File: src/rtl/nibble_serial_alu.sv
// nibble_serial_alu: multi-cycle add/subtract engine that processes one 4-bit
// nibble per clock, least-significant nibble first. The carry (or not-borrow)
// is chained between nibbles. Operations start and finish through a
// start/busy/done handshake.
module nibble_serial_alu #(
  parameter int NIBBLES = 2
) (
  input  logic                 clk,
  input  logic                 rst_n,
  input  logic                 start,
  input  logic                 sub,
  input  logic [4*NIBBLES-1:0] A,
  input  logic [4*NIBBLES-1:0] B,
  output logic                 busy,
  output logic                 done,
  output logic [4*NIBBLES-1:0] sum,
  output logic                 cout,
  output logic                 ovf
);

  localparam int W  = 4 * NIBBLES;
  localparam int IW = (NIBBLES > 1) ? $clog2(NIBBLES) : 1;
  localparam logic [IW-1:0] LAST_IDX = IW'(NIBBLES - 1);

  typedef enum logic [1:0] {
    IDLE = 2'd0,
    RUN  = 2'd1,
    DONE = 2'd2
  } state_t;

  state_t          r_state;
  state_t          w_state_next;
  logic [W-1:0]    r_a;
  logic [W-1:0]    r_b_eff;   // B already inverted for subtract
  logic [W-1:0]    r_acc;
  logic            r_carry;
  logic [IW-1:0]   r_idx;
  logic [W-1:0]    r_sum;
  logic            r_cout;
  logic            r_ovf;

  logic            w_load;
  logic            w_last;
  logic [3:0]      w_a_nib;
  logic [3:0]      w_b_nib;
  logic [4:0]      w_t;
  logic [W-1:0]    w_acc_next;

  // A new operation is accepted from IDLE or straight out of DONE.
  assign w_load = start && (r_state != RUN);
  assign w_last = (r_idx == LAST_IDX);

  // State register.
  // NOTE: sequential state uses non-blocking assignments so every register
  // samples the pre-edge values of the others, independent of statement order.
  always_ff @(posedge clk or negedge rst_n) begin
    if (!rst_n) r_state <= IDLE;
    else        r_state <= w_state_next;
  end

  // Next-state decode.
  // NOTE: next-state gets a default first so no path leaves it unassigned,
  // which would otherwise infer a latch.
  always_comb begin
    w_state_next = r_state;
    unique case (r_state)
      IDLE:    if (start)  w_state_next = RUN;
      RUN:     if (w_last) w_state_next = DONE;
      DONE:    w_state_next = start ? RUN : IDLE;
      default: w_state_next = IDLE;
    endcase
  end

  // Select the current nibble pair, add it, and splice the result into the accumulator.
  always_comb begin
    w_a_nib    = '0;
    w_b_nib    = '0;
    w_acc_next = r_acc;
    for (int n = 0; n < NIBBLES; n++) begin
      if (r_idx == IW'(n)) begin
        w_a_nib = r_a[4*n +: 4];
        w_b_nib = r_b_eff[4*n +: 4];
      end
    end
    w_t = {1'b0, w_a_nib} + {1'b0, w_b_nib} + {4'b0, r_carry};
    for (int n = 0; n < NIBBLES; n++) begin
      if (r_idx == IW'(n)) w_acc_next[4*n +: 4] = w_t[3:0];
    end
  end

  // Operand latch, per-nibble datapath, and result registers.
  // NOTE: every register here, including the operand and accumulator
  // storage, is cleared by reset so an aborted operation leaves no residue.
  always_ff @(posedge clk or negedge rst_n) begin
    if (!rst_n) begin
      r_a     <= '0;
      r_b_eff <= '0;
      r_acc   <= '0;
      r_carry <= 1'b0;
      r_idx   <= '0;
      r_sum   <= '0;
      r_cout  <= 1'b0;
      r_ovf   <= 1'b0;
    end else if (w_load) begin
      r_a     <= A;
      r_b_eff <= B ^ {W{sub}};
      r_acc   <= '0;
      r_carry <= sub;
      r_idx   <= '0;
    end else if (r_state == RUN) begin
      r_acc   <= w_acc_next;
      r_carry <= w_t[4];
      if (!w_last) r_idx <= r_idx + 1'b1;
      if (w_last) begin
        r_sum  <= w_acc_next;
        r_cout <= w_t[4];
        r_ovf  <= (r_a[W-1] == r_b_eff[W-1]) && (w_acc_next[W-1] != r_a[W-1]);
      end
    end
  end

  assign busy = (r_state == RUN);
  assign done = (r_state == DONE);
  assign sum  = r_sum;
  assign cout = r_cout;
  assign ovf  = r_ovf;

endmodule

File: config.mk
export PLATFORM = sky130hd
export DESIGN_NAME = nibble_serial_alu
export DESIGN_NICKNAME = d
export VERILOG_FILES = /design/src/rtl/nibble_serial_alu.sv
export SDC_FILE = /design/constraint.sdc
export NUM_CORES = 1
export LEC_CHECK = 0
export CAP_MARGIN = 25
export CORE_MARGIN = 4
export CORE_UTILIZATION = 45
export DETAILED_ROUTE_END_ITERATION = 8
export PLACE_DENSITY = 0.79
export SLEW_MARGIN = 40
export SYNTH_ARGS = -nofsm -noshare
export SYNTH_HDL_FRONTEND = slang
export SYNTH_SLANG_ARGS = --single-unit
export TNS_END_PERCENT = 5
File: constraint.sdc
create_clock -name clk -period 2.3 [get_ports clk]
set_input_delay 0.46 -clock clk [delete_from_list [all_inputs] [get_ports clk]]
set_output_delay 0.46 -clock clk [all_outputs]
set_load 0.02 [all_outputs]
==> flow_metrics.tcl <==
set metrics [dict create \
    stdcell_area_um2 2053 \
    num_antenna_cells 0 \
    root_buffer "clkbuf_4" \
    tritoncts "yes" \
    cts_sinks 34 \
    synth_cell_types 31 \
    arrival_ns 2.42 \
    postCtsSetupRepairBufs 0 \
    power_leakage_nw 0.9386 \
    end_kind "register" \
    peakVddDrop_mv 0.6817 \
    overflow 0 \
    cpPeakStageDelay_ns 0.43 \
    grt_use_total_pct 15.60 \
    fin_nets 202 \
    rsz0062_at_grt "no" \
    cts.clk_slew.worst_paths_ns 0.10 \
    power_density_nw_per_um2 1562 \
    power_switching_w 0.001266 \
    seqPwrFrac_pct 32.7 \
    syn_inst 141 \
    drive_above_1_share_pct 19.66 \
    maxCapViolCount 0 \
    wirelength_mm 2.990 \
    cp.required_ns 2.52 \
    fp.dieW_um 68.24 \
    yosysSeqAreaShare_pct 52.11 \
    drtAntennaViolNets 0 \
    core_um2 3416 \
    post-place-ws_ns 0.07391 \
    syn_avg_cell_area_um2 11.58 \
    hold_slack_ns 0.4810 \
    routedWlPerCell_um 13.35 \
    gp_congestion 0.8162 \
    first_iter_violations 36 \
    netlist_area_um2 1633 \
    finalSetupViolCount 0 \
    p_comb_share_pct 56.7 \
    finalCritPeriodShare_pct 95.60 \
    crit_path_top_delay_cell "fa_1" \
    intPower_w 0.001942 \
    fp.dieArea_um2 4656 \
    fmax_ghz 0.4548 \
    start_kind "register" \
    h-tree-depth 2 \
    drt_first_pass_iters 4 \
    swShare_pct 39.47 \
    worst_path_dominant_cell_family "adder cells" \
    crit_chain "mux2_2 -> fa_1 -> fa_1 -> a21o_1 -> a21oi_1 -> a21oi_1" \
    worstSetupPathType "register to register" \
    vias_per_cell 4.982 \
    fillers 307 \
    regArea_um2 852.1 \
    drv_slew 0 \
    die_height_um 68.24 \
    worstMarginPinSlew_ns 0.5105 \
    drc 0 \
    area_delta_synth_final_pct 25.75 \
    cts_buffers 5 \
    start_util_pct 47.80 \
    syn_nets 166 \
    cp.buffers_inverters 0 \
    placed_area_um2 1992 \
    grt_max_degree 35 \
    grt_pass1_vias 1161 \
    num_rows 21 \
    finClkSkew_ns 0.006240 \
    place_inst 216 \
    synth.ff_latch_count 34 \
    cts_hold_buf 0 \
    hold_viol 0 \
    fin_crit_ns 2.199 \
    ys.warnings.count 0 \
    cts-resized-gates 0 \
    pin_count 32 \
    fin_ws_ns 0.1013 \
    antenna_found_initial 0 \
    multi_input_area_um2 729.5 \
    fin_tns_setup_ns 0 \
    grt_pass1_wl_mm 5.292 \
    status "finished clean" \
    p_clk_share_pct 10.7 \
    final_common_cell "dfrtp_1" \
    worstPathMaxFanout 5 \
    vias 1116 \
    clock_latency_ns 0.33 \
    hp-class "register to register" \
    relSlewSlack_pct 65.86 \
    instances_no_fill 224 \
    final_cell_mix "dfrtp_1, clkdlybuf4s50_1, nand2_1, mux2_2" \
    port_buffers 31 \
    clk_path_buf_depth 2 \
]
tightest hold or removal path, stage by stage (launching register included):
cell     delay [ns]
dfrtp_1        0.35
nand2_1        0.05
nand2_1        0.05
power groups by stage:
stage	clock network, W	logic, W	registers [W]
finish	0.000342	0.00182	0.00105
global placement	0	0.00177	0.00105
detailed placement	0	0.00183	0.00106
floorplan	0	0.00125	0.00112
CTS	0.000359	0.00185	0.00105
global route	0.000384	0.00202	0.00109
final timing paths:
path                            startpoint       to  slack, ns  cells after the start
worst min-delay path                sum[5]   sum[5]       0.48                      2
worst max register to register       r_idx  r_carry       0.10                      6
worst min register to register      sum[5]   sum[5]       0.48                      2
min in group asynchronous            rst_n   sum[4]       0.53                      2
worst max-delay path                 r_idx  r_carry       0.10                      6
max in group asynchronous            rst_n    r_idx       1.45                      2
cell usage after synthesis:
| cell | instances | area (µm²) |
|---|---|---|
| dfrtp_1 | 34 | 850.8 |
| inv_2 | 1 | 3.750 |
| o211ai_1 | 1 | 7.510 |
| inv_4 | 1 | 6.260 |
| nand2b_4 | 1 | 13.76 |
| a21o_1 | 5 | 37.54 |
| mux2_4 | 1 | 15.01 |
| buf_6 | 1 | 11.26 |
| inv_1 | 1 | 3.750 |
| nand2_1 | 28 | 105.1 |
| nand3_1 | 2 | 10.01 |
| ha_1 | 3 | 37.54 |
| fa_1 | 2 | 40.04 |
| a21oi_1 | 2 | 10.01 |
| a22o_1 | 3 | 26.28 |
| or3_1 | 1 | 6.260 |
| a211oi_1 | 1 | 7.510 |
| nor2b_1 | 2 | 12.51 |
| a21oi_4 | 1 | 16.27 |
| buf_2 | 4 | 20.02 |
| mux2_2 | 16 | 180.2 |
| and3b_1 | 1 | 8.760 |
| o21ai_0 | 10 | 50.05 |
| o22ai_1 | 1 | 6.260 |
| nor3_1 | 1 | 5.000 |
| xnor2_1 | 10 | 87.58 |
| buf_4 | 1 | 7.510 |
| nor2_1 | 2 | 7.510 |
| a211o_1 | 1 | 8.760 |
| nand2_4 | 2 | 22.52 |
| nor3b_1 | 1 | 7.510 |
flip-flops by register name (all words and copies together), names as in the netlist:
name	count
r_b_eff	8
r_carry	1
sum	8
cout	1
r_idx	1
r_acc	4
r_state	2
ovf	1
r_a	8
metrics by stage:
| step | utilization [%] | power, W |
|---|---|---|
| after floorplan | - | 0.002363 |
| after global placement | 58.32 | 0.002815 |
| after detailed placement | 58.32 | 0.002894 |
| after CTS | 60.07 | 0.003254 |
| after global routing | 60.11 | 0.003497 |
| final | 60.11 | 0.003208 |
routing by layer:
layer,vias to the layer above,global-route usage (%),part of all wire [%]
li1,555,-,-
met1,524,19.60,43
met2,32,24.67,49
met3,5,5.911,6.2
met4,0,5.211,1.4
met5,-,0,0
layout make-up:
cell class                      count  share of cell area [%]
Sequential cell                    34                   41.50
Multi-Input combinational cell     98                   35.53
Timing Repair Buffer               35                   16.58
Tap cell                           46                   2.803
Clock buffer                        7                   2.681
Inverter                            3                  0.6703
Clock inverter                      1                  0.2438
cell families (layout without fill, tap and decap cells):
| group | after synthesis | count (layout) | synth area share (%) |
|---|---|---|---|
| AO/OA/AOI/OAI | 25 | 25 | 10.42 |
| XOR/XNOR | 10 | 10 | 5.364 |
| adder cells (fa/ha/maj) | 5 | 5 | 4.751 |
| buffers and inverters | 9 | 46 | 3.218 |
| flip-flops | 34 | 34 | 52.11 |
| multiplexers | 17 | 17 | 11.95 |
| AND/OR/NAND/NOR | 41 | 41 | 12.18 |
(Power assumes the default switching activity.)
